--- src/rtl/fetch_stage.sv ---
// fetch_stage: instruction-fetch stage sitting in front of a byte-addressed,
// combinational-read instruction memory. Owns the PC, captures each fetched
// word into an IF/ID register and offers it to decode over valid/ready.
// Supports stall, redirect with flush, and a halt at the end of the image.
//
// Optional build macro: FETCH_COUNT_EN adds a 32-bit fetch_count output that
// counts completed IF/ID transfers (flushed words are not counted).
`timescale 1ns/1ps

module fetch_stage #(
  parameter logic [31:0] RESET_PC   = 32'h0000_0000,
  parameter int unsigned IMEM_BYTES = 32
) (
  input  logic        clk,
  input  logic        reset,
  output logic [31:0] pc,
  input  logic [31:0] instruction_code,
  input  logic        redirect_valid,
  input  logic [31:0] redirect_pc,
  input  logic        id_ready,
  output logic        id_valid,
  output logic [31:0] id_instr,
  output logic [31:0] id_pc,
  output logic        halted,
  output logic        fault
`ifdef FETCH_COUNT_EN
  ,
  output logic [31:0] fetch_count
`endif
);

  // Size of the image and the highest address a word can be fetched from.
  localparam logic [31:0] IMEM_LIMIT = 32'(IMEM_BYTES);
  localparam logic [31:0] LAST_PC    = 32'(IMEM_BYTES) - 32'd4;

  typedef enum logic [1:0] {
    ST_WAIT = 2'd0,  // one settle cycle after reset release, no fetch
    ST_RUN  = 2'd1,  // fetching one word per accepted cycle
    ST_HALT = 2'd2   // end of image or bad redirect; waits for a good redirect
  } state_e;

  state_e      state_q;
  logic [31:0] pc_q;
  logic        valid_q;
  logic [31:0] instr_q;
  logic [31:0] id_pc_q;
  logic        halted_q;
  logic        fault_q;

  logic        target_ok_s;
  logic        accept_s;
  logic        transfer_s;

  // A redirect is only honoured when it lands on a word inside the image.
  assign target_ok_s = (redirect_pc[1:0] == 2'b00) && (redirect_pc < IMEM_LIMIT);
  // The IF/ID register can take a new word when it is empty or being drained.
  assign accept_s    = (!valid_q) || id_ready;
  // Decode consumes the held word this cycle.
  assign transfer_s  = valid_q && id_ready;

  // Fetch FSM: PC, IF/ID register and status flags, all registered.
  always_ff @(posedge clk or negedge reset) begin
    if (!reset) begin
      state_q  <= ST_WAIT;
      pc_q     <= RESET_PC;
      valid_q  <= 1'b0;
      instr_q  <= 32'd0;
      id_pc_q  <= 32'd0;
      halted_q <= 1'b0;
      fault_q  <= 1'b0;
    end else begin
      // fault is a single-cycle pulse unless re-armed below
      fault_q <= 1'b0;
      case (state_q)
        ST_WAIT: begin
          state_q  <= ST_RUN;
          halted_q <= 1'b0;
        end
        ST_RUN: begin
          if (redirect_valid && target_ok_s) begin
            // Taken branch: retarget and drop whatever IF/ID holds.
            pc_q    <= redirect_pc;
            valid_q <= 1'b0;
          end else if (redirect_valid) begin
            // Unusable target: flag it, flush, and stop fetching.
            fault_q  <= 1'b1;
            valid_q  <= 1'b0;
            state_q  <= ST_HALT;
            halted_q <= 1'b1;
          end else if (accept_s) begin
            instr_q <= instruction_code;
            id_pc_q <= pc_q;
            valid_q <= 1'b1;
            if (pc_q == LAST_PC) begin
              // Last word of the image is still delivered; PC parks here.
              state_q  <= ST_HALT;
              halted_q <= 1'b1;
            end else begin
              pc_q <= pc_q + 32'd4;
            end
          end else begin
            // Decode stalled: everything holds.
            valid_q <= valid_q;
          end
        end
        ST_HALT: begin
          if (redirect_valid && target_ok_s) begin
            pc_q     <= redirect_pc;
            valid_q  <= 1'b0;
            state_q  <= ST_RUN;
            halted_q <= 1'b0;
          end else if (redirect_valid) begin
            fault_q <= 1'b1;
            valid_q <= 1'b0;
          end else if (transfer_s) begin
            // Final pending word consumed; nothing more to offer.
            valid_q <= 1'b0;
          end else begin
            valid_q <= valid_q;
          end
        end
        default: begin
          state_q  <= ST_WAIT;
          valid_q  <= 1'b0;
          halted_q <= 1'b0;
        end
      endcase
    end
  end

  assign pc       = pc_q;
  assign id_valid = valid_q;
  assign id_instr = instr_q;
  assign id_pc    = id_pc_q;
  assign halted   = halted_q;
  assign fault    = fault_q;

`ifdef FETCH_COUNT_EN
  logic [31:0] count_q;

  // Completed-transfer counter; wraps naturally at 2^32.
  always_ff @(posedge clk or negedge reset) begin
    if (!reset) begin
      count_q <= 32'd0;
    end else if (transfer_s) begin
      count_q <= count_q + 32'd1;
    end else begin
      count_q <= count_q;
    end
  end

  assign fetch_count = count_q;
`endif

  fetch_stage_checker #(
    .LAST_PC (LAST_PC)
  ) u_checker (
    .clk_i            (clk),
    .reset_i          (reset),
    .pc_i             (pc_q),
    .redirect_valid_i (redirect_valid),
    .id_ready_i       (id_ready),
    .id_valid_i       (valid_q),
    .id_instr_i       (instr_q),
    .id_pc_i          (id_pc_q),
    .halted_i         (halted_q),
    .fault_i          (fault_q)
  );

endmodule

// Structural invariants of the fetch stage, kept apart from the datapath.
module fetch_stage_checker #(
  parameter logic [31:0] LAST_PC = 32'd28
) (
  input logic        clk_i,
  input logic        reset_i,
  input logic [31:0] pc_i,
  input logic        redirect_valid_i,
  input logic        id_ready_i,
  input logic        id_valid_i,
  input logic [31:0] id_instr_i,
  input logic [31:0] id_pc_i,
  input logic        halted_i,
  input logic        fault_i
);

  // The PC always points at a whole word inside the image.
  a_pc_aligned: assert property (@(posedge clk_i) disable iff (!reset_i)
    pc_i[1:0] == 2'b00);

  a_pc_in_range: assert property (@(posedge clk_i) disable iff (!reset_i)
    pc_i <= LAST_PC);

  // A fault is only ever raised together with entry into (or stay in) HALT.
  a_fault_halts: assert property (@(posedge clk_i) disable iff (!reset_i)
    fault_i |-> halted_i);

  // A stalled word without a redirect stays put, bit for bit.
  a_stall_hold: assert property (@(posedge clk_i) disable iff (!reset_i)
    (id_valid_i && !id_ready_i && !redirect_valid_i)
      |=> (id_valid_i && $stable(id_instr_i) && $stable(id_pc_i)));

endmodule

--- config.mk ---
export PLATFORM = sky130hd
export DESIGN_NAME = fetch_stage
export DESIGN_NICKNAME = d
export VERILOG_FILES = /design/src/rtl/fetch_stage.sv
export SDC_FILE = /design/constraint.sdc
export NUM_CORES = 1
export LEC_CHECK = 0
export ABC_AREA = 1
export BUFFER_PORTS_ARGS = -buffer_cell sky130_fd_sc_hd__buf_4
export CAP_MARGIN = 20
export CORE_MARGIN = 2
export CORE_UTILIZATION = 56
export DETAILED_ROUTE_END_ITERATION = 8
export HOLD_SLACK_MARGIN = 0.03
export PLACE_DENSITY = 0.82
export SLEW_MARGIN = 20
export SYNTH_ARGS = -nofsm -noshare
export SYNTH_HDL_FRONTEND = slang
export SYNTH_SLANG_ARGS = --single-unit
--- constraint.sdc ---
create_clock -name clk -period 3.3 [get_ports clk]
set_input_delay 0.66 -clock clk [delete_from_list [all_inputs] [get_ports clk]]
set_output_delay 0.66 -clock clk [all_outputs]
set_load 0.03 [all_outputs]
==> summary.md <==
| Metric | Value |
|---|---|
| Worst slew pin tran | 0.6239 ns |
| Count of pins over their slew limit | 0 |
| Synth Area in Simple Gates | 33.16% |
| RSZ-0062 raised after global routing | no |
| Mapped Cells | 718 |
| Leakage | 3.619 nW |
| # diodes | 0 |
| Combinational power share | 54.7% |
| Die Y | 102.7 um |
| First-pass GRT wire length | 25850 um |
| Detailed Route Iter0 Violations | 466 |
| Cts repair resizes | 0 |
| Setup bufs post-CTS | 0 |
| Initial Util | 56.87% |
| Vias/cell | 5.356 |
| NumNets Final | 946 |
| CTS hold repair buffers | 0 |
| CTS sink cnt | 100 |
| Max FO, Critical Path | 30 |
| Final ANT Viol Nets | 0 |
| Area Growth Syn to Fin | 28.23% |
| FILL cells | 754 |
| # rows | 36 |
| Synthesized-area fraction occupied by adder cells | 0.9172% |
| Max Cap Violations | 0 |
| Endpoints failing hold | 0 |
| PwrDens | 954.2 nW/um^2 |
| Synth Flop Type | dfrtp_1 |
| Critical path origin | pc[2]$_DFFE_PN0P_ |
| Status | completed |
| Register share of total power | 32.5% |
| Clock power frac | 12.8% |
| DR WL/cell | 16.34 um |
| Layout cells sized above 1 | 26.51% |
| CP required | 3.63 ns |
| Vias post-DR | 5420 |
| Initial antenna violation count | 0 |
| Largest net degree at the start of global routing | 92 |
| Max Fclk | 424.1 MHz |
| Mux share of post-synthesis cell area | 7.636% |
| # IOs | 167 |
| WHS | 0.2800 ns |
| Crit Path Class | reg2reg |
| Global router's overall resource usage | 32.22% |
| Die Width | 102.7 um |
| Combinational family with the most area after synthesis | simple AND/OR/NAND/NOR gates |
| CTS tree | yes |
| Root Buffer | clkbuf_8 |
| Mapped Area | 5456 um^2 |
| Fin crit period | 2.358 ns |
| DR pass1 iterations | 7 |
| HPWL after detailed placement | 12840 um |
| Reg2reg path depth | 11 |
| Yosys top cell area share | 45.86% |
| Most common cell in the netlist | nand2_1 |
| Synth area leader | dfrtp_1 |
| Syn_area_per_cell | 7.600 um^2 |
| Sw Pwr | 3.231 mW |
| CTS buffer count | 9 |
| Die ar. | 10550 um^2 |
| Reg-to-Reg Start | pc[2]$_DFFE_PN0P_ |
| Max VDD drop | 1.167 mV |
| Yosys reg bits | 100 |
| Skew-Pair Late Insertion Delay | 0.38 ns |
| Clock transition at path regs | 0.09 ns |
| Post-synthesis cell type count | 22 |
| HP Class | in2async |
| Synth Area in Compound Gates | 3.669% |
| Period utilisation layout | 71.46% |
| Critical path endpoint category | register |
| # port buffers | 166 |
| DRC Markers | 0 |
| Clock Skews | 0.01198 ns |
| Critical path arrival | 2.68 ns |
| CTS max path bufs | 2 |
| Setup tns final | 0 ns |
| Drt total wl | 16540 um |
| Internal power | 3.445 mW |
| Setup crit start kind | register |
| Switching Fraction | 48.40% |
| Max-Slew Margin vs Limit | 58.41% |
| Synth top area cells | dfrtp_1 (46%), nand2_1 (18%), nand3_1 (7.7%) |
| Vias in the first global route | 5153 |
| Top cells by count, synth | nand2_1 (263), dfrtp_1 (100), nand3_1 (84) |
| Post-synthesis sequential area ratio | 45.86% |
| Total core area | 9594 um^2 |
| Final setup vio count | 0 |
| Post-synth EDFFs | 0 |
| # H-tree levels | 3 |
| Grt total ovfl | 0 |
| Post-Synth XOR/XNOR Area | 2.087% |
| Syn Nets | 790 |
| GPL Wtd Cong | 0.9282 |
| Synth warn | 0 |
| Ys async rst share | 100.0% |
final timing paths:
path / slack (ns) / end
setup / recovery: 0.94 / pc[2]$_DFFE_PN0P_
hold / removal: 0.28 / id_instr[7]$_DFFE_PN0P_
setup reg to reg: 0.94 / pc[2]$_DFFE_PN0P_
hold reg to reg: 0.49 / id_pc[27]$_DFFE_PN0P_
max in group asynchronous: 2.31 / id_instr[30]$_DFFE_PN0P_
min in group clk: 0.49 / id_pc[27]$_DFFE_PN0P_
cell type report:
type	count	area, um^2	share of cell area [%]
clock inverters	7	88.84	1.270
inverters	53	198.9	2.843
clock buffers	9	123.9	1.770
well taps	133	166.4	2.378
multi-input cells	537	2592	37.05
repair buffers	173	1324	18.92
flip-flops and latches	100	2502	35.77
critical path, cell delays in order, from the launching register on:
cell,delay [ns]
dfrtp_1,0.49
ha_1,0.38
nand3_1,0.12
nor2_1,0.12
nand2_1,0.06
nor2_1,0.19
nand3_1,0.14
nand2_1,0.10
inv_2,0.04
nand2_2,0.43
nand2_1,0.13
nand2_1,0.08
routing by layer:
layer  track usage [%]  part of all wire (%)  up-vias
met5                 0                     0        -
met4             12.21                   2.5        0
met3             6.780                   8.8       34
met2             51.58                    47      285
met1             43.32                    42     2508
li1                  -                     -     2593
flip-flops by register name, indices dropped and copies added, names as in the netlist:
signal	flops
id_instr	32
fault	1
id_pc	32
pc	32
state_q	1
halted	1
id_valid	1
metrics by stage:
stage / power, mW / setup WS, ns / cells / instance area (um^2) / util [%]
6_report: 6.676 / 0.9419 / 1012 / 6997 / 72.93
5_1_grt: 7.102 / 0.8282 / 1012 / 6997 / 72.93
4_1_cts: 6.672 / 0.9986 / 1012 / 6997 / 72.93
3_5_place_dp: 5.823 / 0.6520 / 996 / 6784 / 70.71
3_3_place_gp: 5.696 / 0.7597 / 996 / 6784 / 70.71
2_1_floorplan: 4.539 / 1.411 / 718 / 5456 / -
power by group through the flow:
stage          clock, mW  combinational (mW)  sequential (mW)
2_1_floorplan          0                1.58             2.95
3_3_place_gp           0                3.55             2.14
3_5_place_dp           0                3.65             2.17
4_1_cts            0.864                3.65             2.15
5_1_grt            0.915                3.97             2.22
6_report           0.855                3.65             2.17
layout by cell type (no fill, tap or decap):
master / instances
a21oi_1: 2
and2_1: 1
buf_12: 2
buf_4: 171
bufinv_16: 2
clkbuf_8: 9
clkinv_2: 4
dfrtp_1: 100
ha_1: 4
inv_1: 52
inv_2: 1
inv_6: 1
mux2_2: 37
nand2_1: 262
nand2_2: 4
nand3_1: 84
nand4_1: 7
nor2_1: 82
nor2_2: 1
nor2_4: 1
nor3b_1: 1
o21ai_0: 35
o21ai_1: 3
xor2_1: 13
cell families (layout without fill, tap and decap cells):
group,after synthesis,count (layout)
simple gates,443,443
flops,100,100
buf+inv,81,242
compound gates,40,40
mux,37,37
xor+xnor,13,13
fa+ha+maj,4,4
No activity file was read; power rests on OpenSTA's default activity.
